===== src/rtl/inc_serial_if.sv =====
// Handshake and data bundle for the bit-serial incrementer.
interface inc_serial_if #(parameter int WIDTH = 8);
    logic             start;
    logic [WIDTH-1:0] A;
    logic             busy;
    logic             done;
    logic [WIDTH-1:0] C;
    logic             carry;
    logic             zero;

    modport master (output start, A, input busy, done, C, carry, zero);
    modport slave  (input start, A, output busy, done, C, carry, zero);
endinterface


===== src/rtl/inc_serial.sv =====
// Bit-serial C = A + 1, one bit per clock, stopping as soon as the carry dies.
module inc_serial #(
    parameter int WIDTH = 8
) (
    input logic         clk,
    input logic         rst,
    inc_serial_if.slave bus
);
    localparam int IW = $clog2(WIDTH);

    typedef enum logic [1:0] {IDLE, RUN, DONE} state_t;

    state_t           state, state_nxt;
    logic [WIDTH-1:0] w, w_nxt, w_upd;
    logic             cy, cy_nxt, cy_upd;
    logic [IW-1:0]    idx, idx_nxt;
    logic [WIDTH-1:0] c_q, c_nxt;
    logic             carry_q, carry_nxt;
    logic             zero_q, zero_nxt;

    always_ff @(posedge clk) begin
        if (rst) begin
            state   <= IDLE;
            w       <= '0;
            cy      <= 1'b0;
            idx     <= '0;
            c_q     <= '0;
            carry_q <= 1'b0;
            zero_q  <= 1'b0;
        end else begin
            state   <= state_nxt;
            w       <= w_nxt;
            cy      <= cy_nxt;
            idx     <= idx_nxt;
            c_q     <= c_nxt;
            carry_q <= carry_nxt;
            zero_q  <= zero_nxt;
        end
    end

    always_comb begin
        state_nxt = state;
        w_nxt     = w;
        cy_nxt    = cy;
        idx_nxt   = idx;
        c_nxt     = c_q;
        carry_nxt = carry_q;
        zero_nxt  = zero_q;
        // Half-adder on the current bit; upper bits already hold A.
        w_upd      = w;
        w_upd[idx] = w[idx] ^ cy;
        cy_upd     = w[idx] & cy;
        case (state)
            IDLE: if (bus.start) begin
                w_nxt     = bus.A;
                cy_nxt    = 1'b1;
                idx_nxt   = '0;
                state_nxt = RUN;
            end
            RUN: begin
                w_nxt  = w_upd;
                cy_nxt = cy_upd;
                if (!cy_upd || idx == IW'(WIDTH - 1)) begin
                    c_nxt     = w_upd;
                    carry_nxt = cy_upd;
                    zero_nxt  = (w_upd == '0);
                    state_nxt = DONE;
                end else begin
                    idx_nxt = idx + IW'(1);
                end
            end
            DONE:    state_nxt = IDLE;
            default: state_nxt = IDLE;
        endcase
    end

    assign bus.busy  = (state != IDLE);
    assign bus.done  = (state == DONE);
    assign bus.C     = c_q;
    assign bus.carry = carry_q;
    assign bus.zero  = zero_q;
endmodule


===== src/flat_wrapper.sv =====
// flat-port wrapper written by rule: the top's interface ports become plain ports
module inc_serial_flat 
#(
    parameter int WIDTH = 8
)
  (clk, rst, bus_start, bus_A, bus_busy, bus_done, bus_C, bus_carry, bus_zero);
  inc_serial_if #(.WIDTH(WIDTH)) bus_i ();
  input logic clk;
  input logic rst;
  input wire logic [$bits(bus_i.start)-1:0] bus_start;
  input wire logic [$bits(bus_i.A)-1:0] bus_A;
  output wire logic [$bits(bus_i.busy)-1:0] bus_busy;
  output wire logic [$bits(bus_i.done)-1:0] bus_done;
  output wire logic [$bits(bus_i.C)-1:0] bus_C;
  output wire logic [$bits(bus_i.carry)-1:0] bus_carry;
  output wire logic [$bits(bus_i.zero)-1:0] bus_zero;
  assign bus_i.start = bus_start;
  assign bus_i.A = bus_A;
  assign bus_busy = bus_i.busy;
  assign bus_done = bus_i.done;
  assign bus_C = bus_i.C;
  assign bus_carry = bus_i.carry;
  assign bus_zero = bus_i.zero;
  inc_serial #(.WIDTH(WIDTH)) u_core (.clk(clk), .rst(rst), .bus(bus_i));
endmodule

===== config.mk =====
export PLATFORM = sky130hd
export DESIGN_NAME = inc_serial_flat
export DESIGN_NICKNAME = d
export VERILOG_FILES = /design/src/rtl/inc_serial_if.sv /design/src/rtl/inc_serial.sv /design/src/flat_wrapper.sv
export SDC_FILE = /design/constraint.sdc
export NUM_CORES = 1
export LEC_CHECK = 0
export ABC_CLOCK_PERIOD_IN_PS = 2770
export BUFFER_PORTS_ARGS = -buffer_cell sky130_fd_sc_hd__buf_2
export CAP_MARGIN = 10
export CORE_ASPECT_RATIO = 0.9
export CORE_MARGIN = 5
export CORE_UTILIZATION = 40
export CTS_CLUSTER_DIAMETER = 50
export DETAILED_ROUTE_END_ITERATION = 10
export PLACE_DENSITY = 0.58
export RECOVER_POWER = 25
export SKIP_LAST_GASP = 1
export SLEW_MARGIN = 40
export SYNTH_ARGS = -nofsm -noshare
export SYNTH_HDL_FRONTEND = slang
export SYNTH_SLANG_ARGS = --single-unit
export TNS_END_PERCENT = 10

===== constraint.sdc =====
create_clock -name clk -period 2.77 [get_ports clk]
set_input_delay 0 -clock clk [delete_from_list [all_inputs] [get_ports clk]]
set_output_delay 0 -clock clk [all_outputs]
set_load 0.005 [all_outputs]

* Word-level counts from Yosys, hierarchy flattened
Index checks and enable logic that the tools add are counted.
** Word-level totals
- Bits in registers :: 24
- Input port bits :: 11
- Output and inout bits :: 12
- Word-level logic and storage cells :: 44
** Operators by class
- $add $sub $neg :: 1
- Order comparisons :: 2
- Eq/ne operators :: 6
- Mux-type cells :: 15
- Bitwise operators :: 2
- Reductions and logical operators :: 11
** Operators by type and width (number)
- $pmux W8 S2 :: 1
- $bwmux W8 :: 1
- $logic_not A8 Y1 :: 1
- $mux W8 :: 1
- $mux W3 :: 2
- $pmux W3 S2 :: 1
- $reduce_and A2 Y1 :: 3
- $lt A3 B4 Y1 const B :: 1
- $mux W2 :: 2
- $ne A2 B2 Y1 const B :: 2
- $pmux W2 S2 :: 1
- $reduce_bool A2 Y1 :: 2
- $add A3 B1 Y3 const B :: 1
- $bmux W1 S3 :: 1
- $demux W1 S3 :: 1
- $eq A3 B3 Y1 const B :: 1
- $ge A3 B1 Y1 const B :: 1
- $mux W1 :: 3
- $reduce_and A3 Y1 :: 1
- $eq A2 B1 Y1 const B :: 1
- $eq A2 B2 Y1 const B :: 1
- $logic_not A2 Y1 :: 1
- $ne A2 B1 Y1 const B :: 1
- $pmux W1 S2 :: 1
- other kinds (5) :: 5

* Depth between registers and ports, before layout
Gate-level depths: netlist (run 1).
- Word-level depth :: 7
- Mapped depth :: 10
- Depth with buffers taken out :: 8

* Worst setup path after synthesis (run 1)
OpenSTA, ideal clock, no wires.
- Path type :: register -> register
- From :: register u_core.idx[2]
- To :: register u_core.zero_q, in the netlist u_core.bus.zero
- Library setup time :: 71 ps
- Data arrival time :: 2462 ps
- Required time :: 2699 ps
- Setup slack :: 238 ps
- Cell stages (with the launch flop) :: 10
- Buffers on the path :: 2
- Period minus slack after synthesis :: 2532 ps
- Cell sequence :: dfxtp_1 > buf_4 > mux4_2 > mux2_2 > ha_1 > clkbuf_1 > or2_1 > o32ai_1 > o2111ai_1 > a21oi_1
** On the way
- Longest elaborated chain between the ends :: 6
- Elaborated cells on any way between the ends :: 15
- Those cells by class :: 2 x order compare; 1 x eq/ne; 5 x mux; 2 x bitwise; 5 x reduce/logical
** Ends and longest elaborated chain
- from (decl) :: line inc_serial.sv:16 : logic [IW-1:0] idx, idx_nxt;
- from (signal assigned) :: line inc_serial.sv:34 : idx <= idx_nxt;
- $lt A3 B4 Y1 (not written as such) (tied with other cells) :: line inc_serial.sv:51 : w_upd[idx] = w[idx] ^ cy;
- $logic_and A1 B1 Y1 (not written as such) / $mux W1 (equally long branches) :: line inc_serial.sv:51, inc_serial.sv:52
- $mux W1 (not written as such) / $and A1 B1 Y1 (equally long branches) :: line inc_serial.sv:51, inc_serial.sv:52
- $demux W1 S3 / $logic_not A1 Y1 (equally long branches)
- $bwmux W8 / $logic_or A1 B1 Y1 (equally long branches) :: line inc_serial.sv:51, inc_serial.sv:63
- $logic_not A8 Y1 / $reduce_and A2 Y1 (equally long branches)
- to (signal assigned) :: line inc_serial.sv:37 : zero_q <= zero_nxt;
- to (decl) :: line inc_serial.sv:19 : logic zero_q, zero_nxt;
Several ways; a longest one is shown, not always the timed one. The select of a mux whose other input is x is not followed.
A chain may end at the register's enable or synchronous reset.

* Final worst setup path (run 1)
- From :: register u_core.idx[1]
- To :: register u_core.zero_q, in the netlist u_core.bus.zero
Same word-level chain as after synthesis.

==> metrics, run 1 <==
fin crit period=~2.5 ns; Setup Crit Path Kind=flip-flop to flip-flop; Antenna diodes=0; Total GRT Usage=14.41%; clk root buf=clkbuf_4; Sw Pwr=232.7 uW; Critical Path AT=roughly 2.7 ns; unrepaired setup endpoints after global routing=false; Final Wtd Congestion=approximately 0.9; setup_tns=0 ns; post-synthesis sequential element count=24; Critical Path Stages=8; Finished Layout Cells=210; outcome=completed; Residual DRC=0; Finish-stage setup viols=0; buffer depth of the longest clock path=2; Area growth, synth to finish=12.33%; static leakage=between 0.0005 and 0.0006 uW; Reg2Reg Setup Slack=0.29 ns; H-tree depth=1; area of the multi-input gates=734.5 um2; fin crit share=about nine tenths; layout cells sized above 1=16.67%; Critical Path Source=u_core.idx[1]; initial antenna violation count=0; core area=3067 um2; r2r startpoint=u_core.idx[1]; Post-Route WL=around 3.1 mm; Worst Path Max Fanout=6; Critical Path Sink Type=flip-flop; fillers=311; Rows=19; Worst setup SP type=flip-flop; vias in the first global route=1118; Detailed Place HPWL=roughly 2.3 mm; clk_skew=0.004531 ns; PD cells=534.2 nW/um2; Vias=between 1000 and 1500; Flop pwr share=53.2%; crit path to=u_core.bus.zero; Worst R2R End=u_core.bus.zero; Cells after Synth=approximately 150; first-pass GRT wire length=5.319 mm; internal power=534.6 uW; Initial DRT Pass Iterations=4; PostCTS Resize Cnt=0; clock power share=23.9%; critical path's slowest cell=mux4_1; most frequent cells in the layout=nor2_1 (24), dfxtp_1 (24), nand2_1 (16); DP Cell Count=206; final hold slack=just over 0.03 ns; yosys synthesis warning count=0; die height=around 64 um; ANT nets after route=0; HP Class=primary input to flip-flop; Initial Util=41.70%; io pins=23; via/cell ratio=5.490; cts hold-fix bufs=0; Cell variety after synth=38; Pwr Total=767.3 uW; largest net degree at the start of global routing=24; CTS Buf Count=3; Worst R2R Path Depth=8; setup bufs post-CTS=0; Hold Fails Final Rpt=0; switching part of the total=30.32%; fin nets=183; Worst-Margin Slew=0.6116 ns; Cell Chain, Critical Path=mux4_1 > mux2_2 > ha_1 > buf_4 > mux2i_1 > nor3b_2 > o2111ai_1 > a21oi_1; number of buffers added on ports=22; Post-synth EDFFs=0; grt total ovfl=0; die area=4429 um2; syn nets=about 160; Slew Limit Fails=0; Avg Cell Area, Syn=8.582 um2; synthesized area=1279 um2; FF/Latch Area=480.5 um2; Max Clk Rate=402.5 MHz; wire per inst=~15 um; Crit path max-delay family=multiplexers; clock slew at reported path FFs=0.13 ns; relative slew slack=a little under 60%; Worst VDD drop=about 340 uV; die width=69.60 um; Initial DRC Count=39; Max-Cap Viols=0; Clk Latency, worst-skew pair=just over 0.3 ns; Hold Crit Depth=3; clock net sink count=24; Post-synth ARST share=0%; sequential share of the synthesized area=37.57%; crit path buf inv count=1; Critical Path Max Stage Delay=0.55 ns; Main synth FF type=dfxtp_1; CTS tree=done; Critical Path RT=approximately 3 ns; combinational share of power=between 20% and 30%
## through the flow
| step | setup WS [ns] | util [%] | cell area [um2] |
|---|---|---|---|
| after floorplan | 0.2377 | - | 1279 |
| after global placement | 0.3891 | 46.02 | 1411 |
| after detailed placement | 0.3374 | 46.02 | 1411 |
| after CTS | 0.2833 | 47.21 | 1448 |
| after global routing | 0.1191 | 46.84 | 1436 |
| final | 0.2856 | 46.84 | 1436 |
## registers in the layout, summed over array words and instances (netlist names)
register          flops
u_core.w              8
u_core.idx            3
u_core.state          2
u_core.bus.C          8
u_core.bus.zero       1
u_core.cy             1
u_core.bus.carry      1
## area by class of cell
class                           instances  area share, %
Tap cell                               42          3.659
Sequential cell                        24          33.45
Timing Repair Buffer                   26          8.972
Multi-Input combinational cell        113          51.13
Clock buffer                            4          2.526
Inverter                                1         0.2613
## how the worst min path moves through the flow
stage,start,to
global route,bus_A[7],u_core.w[7]
floorplan,rst,u_core.w[1]
finish,bus_A[2],u_core.w[2]
global placement,bus_A[0],u_core.w[0]
detailed placement,bus_A[0],u_core.w[0]
CTS,bus_A[6],u_core.w[6]
## routing by layer
metal	GRT usage, %	up-vias	share of wire (%)
li1	-	574	-
met1	19.56	544	47
met2	22.86	31	45
met3	4.452	4	6.6
met4	2.195	0	0.79
met5	0	-	0
## worst register-to-register path, stage by stage, from the launching register on
cell and delay (ns):
dfxtp_1 0.36, mux4_1 0.55, mux2_2 0.28, ha_1 0.34
buf_4 0.18, mux2i_1 0.23, nor3b_2 0.22, o2111ai_1 0.11
a21oi_1 0.16
## Yosys cell counts (all sizes together) (3+ instances only)
cell	n	area (um2)
nor3	5	25.02
or2	3	18.77
clkbuf	4	15.01
nor2b	4	25.02
mux2	4	48.79
a21oi	7	35.03
a211oi	6	45.04
nand2b	4	25.02
dfxtp	24	480.5
o21ai	7	35.03
buf	7	45.03
mux2i	5	50.05
ha	3	37.54
nor2	24	90.09
a221oi	6	52.55
nand2	16	60.06
## power by group through the flow
stage	combinational (uW)	clock, uW	sequential [uW]
finish	176	183	408
global route	199	203	414
CTS	181	188	407
detailed placement	180	0	415
global placement	177	0	415
floorplan	128	0	406
## kinds of logic after synthesis
kind of cell	after synthesis	share of synthesized area [%]
adders and majority gates	3	2.936
AOI/OAI and AO/OA	37	20.16
buffers and inverters	12	4.989
and+or+nand+nor	62	22.80
muxes	11	11.55
DFF	24	37.57
Power figures use the tool's default switching activity.
==> run 2: changes to the inputs <==
Settings changed: REMOVE_ABC_BUFFERS from default to 1.
==> run 2 against run 1 <==
Net effect: non-clock buffer count is 1 higher; first-iteration DRC count rose by 120%; setup slack worse by 0.058 ns; die area did not move; sequential share of layout area barely moved; sequential power about the same; final cell count unchanged; maximum frequency is 2.3% lower; global-route usage increased by 0.32 points; final area about the same; largest cell class unchanged.
==> metrics, run 2 (same netlist as run 1, synthesis figures left out) <==
Worst R2R End=u_core.bus.zero; PD cells=roughly 520 nW/um2; worst slack, placed=0.2721 ns; die height=63.64 um; fin crit period=2.542 ns; fin nets=184; Critical Path Stages=8; Antenna diodes=0; Finish-stage setup viols=0; largest net degree at the start of global routing=24; io pins=23; HP Class=primary input to flip-flop; Hold Fails Final Rpt=0; clock net sink count=24; Worst R2R Path Depth=8; unrepaired setup endpoints after global routing=false; grt total ovfl=0; crit path buf inv count=0; Crit path max-delay family=multiplexers; number of buffers added on ports=22; most frequent cells in the layout=nor2_1 (24), dfxtp_1 (24), buf_2 (17); buffer depth of the longest clock path=2; Worst setup SP type=flip-flop; crit path to=u_core.bus.zero; Detailed Place HPWL=2.223 mm; Clk Latency, worst-skew pair=0.32 ns; Worst Path Max Fanout=7; H-tree depth=1; Setup Crit Path Kind=flip-flop to flip-flop; Initial Util=41.70%; relative slew slack=about half; clock slew at reported path FFs=0.13 ns; Initial DRT Pass Iterations=4; Area growth, synth to finish=12.23%; ANT nets after route=0; via/cell ratio=5.581; post-route setup slack=approximately 0.23 ns; Critical Path RT=3.04 ns; die area=4429 um2; outcome=completed; cts hold-fix bufs=0; setup_tns=0 ns; Worst VDD drop=242.1 uV; setup bufs post-CTS=0; CTS tree=done; core area=slightly above 3000 um2; Critical Path AT=2.81 ns; first-pass GRT wire length=5.264 mm; final hold slack=0.01143 ns; critical path's slowest cell=mux4_1; Post-Route WL=3.104 mm; layout cells sized above 1=19.05%; Rows=19; Max-Cap Viols=0; clk_skew=0.004864 ns; wire per inst=14.78 um; initial antenna violation count=0; Max Clk Rate=393.4 MHz; die width=69.60 um; Vias=1172; Reg2Reg Setup Slack=0.23 ns; Cell Chain, Critical Path=mux4_1 > mux2_2 > ha_1 > nand2b_1 > mux2_1 > o32ai_1 > o2111ai_1 > a21oi_1; Final Wtd Congestion=0.8315; Worst-Margin Slew=around 0.74 ns; r2r startpoint=u_core.idx[1]; Total GRT Usage=14.73%; clk root buf=clkbuf_4; static leakage=0.0005834 uW; vias in the first global route=1081; PostCTS Resize Cnt=0; Critical Path Sink Type=flip-flop; Slew Limit Fails=0; Initial DRC Count=86; Critical Path Max Stage Delay=0.55 ns; Critical Path Source=u_core.idx[1]; Residual DRC=0; CTS Buf Count=3; fin crit share=91.78%
==> run 2: changes by cell type in the layout (fill, tap and decap cells not counted) <==
cell	delta
buf_2	+4
buf_4	+1
clkbuf_1	-4
clkbuf_8	-1
==> run 2: cell type report <==
type | count | area [um2]
multi-input cells | 113 | 734.5
fillers | 315 | 1632
well taps | 42 | 52.55
flip-flops and latches | 24 | 480.5
repair buffers | 27 | 141.4
inverters | 1 | 3.754
clock buffers | 3 | 22.52
==> run 2: power breakdown <==
group / total, uW / internal (uW) / switching [uW] / leakage [uW]
logic: 181 / 80.6 / 101 / 0.000373
registers: 407 / 378 / 29.5 / 0.000197
clock network: 159 / 51.1 / 108 / 0.0000138
==> run 2: how the worst min path moves through the flow <==
stage / startpoint / endpoint / slack (ns) / cells past startpoint
floorplan: rst / u_core.bus.C[0] / 0.07 / 1
global placement: bus_A[7] / u_core.w[7] / 0.35 / 3
detailed placement: bus_A[0] / u_core.w[0] / 0.35 / 3
CTS: bus_A[0] / u_core.w[0] / 0.01 / 3
global route: bus_A[0] / u_core.w[0] / 0.02 / 3
finish: bus_A[0] / u_core.w[0] / 0.01 / 3
==> run 2: worst min-delay path, stage by stage <==
cell	delay (ns)
buf_2	0.07
o221ai_1	0.09
a21oi_1	0.13
==> run 2: layer usage <==
metal / GRT usage (%) / wire length, um / vias up
li1: - / - / 575
met1: 20.87 / 1476 / 532
met2: 20.95 / 1293 / 58
met3: 2.544 / 251 / 7
met4: 8.049 / 82 / 0
met5: 0 / 0 / -
==> run 2: stage by stage <==
step | instances | util (%) | instance area, um2 | total power, uW
2_1_floorplan | 138 | - | 1219 | 522.7
3_3_place_gp | 207 | 46.27 | 1419 | 595.7
3_5_place_dp | 207 | 46.27 | 1419 | 596.3
4_1_cts | 210 | 47.00 | 1441 | 748.1
5_1_grt | 210 | 46.80 | 1435 | 793.9
6_report | 210 | 46.80 | 1435 | 747.1
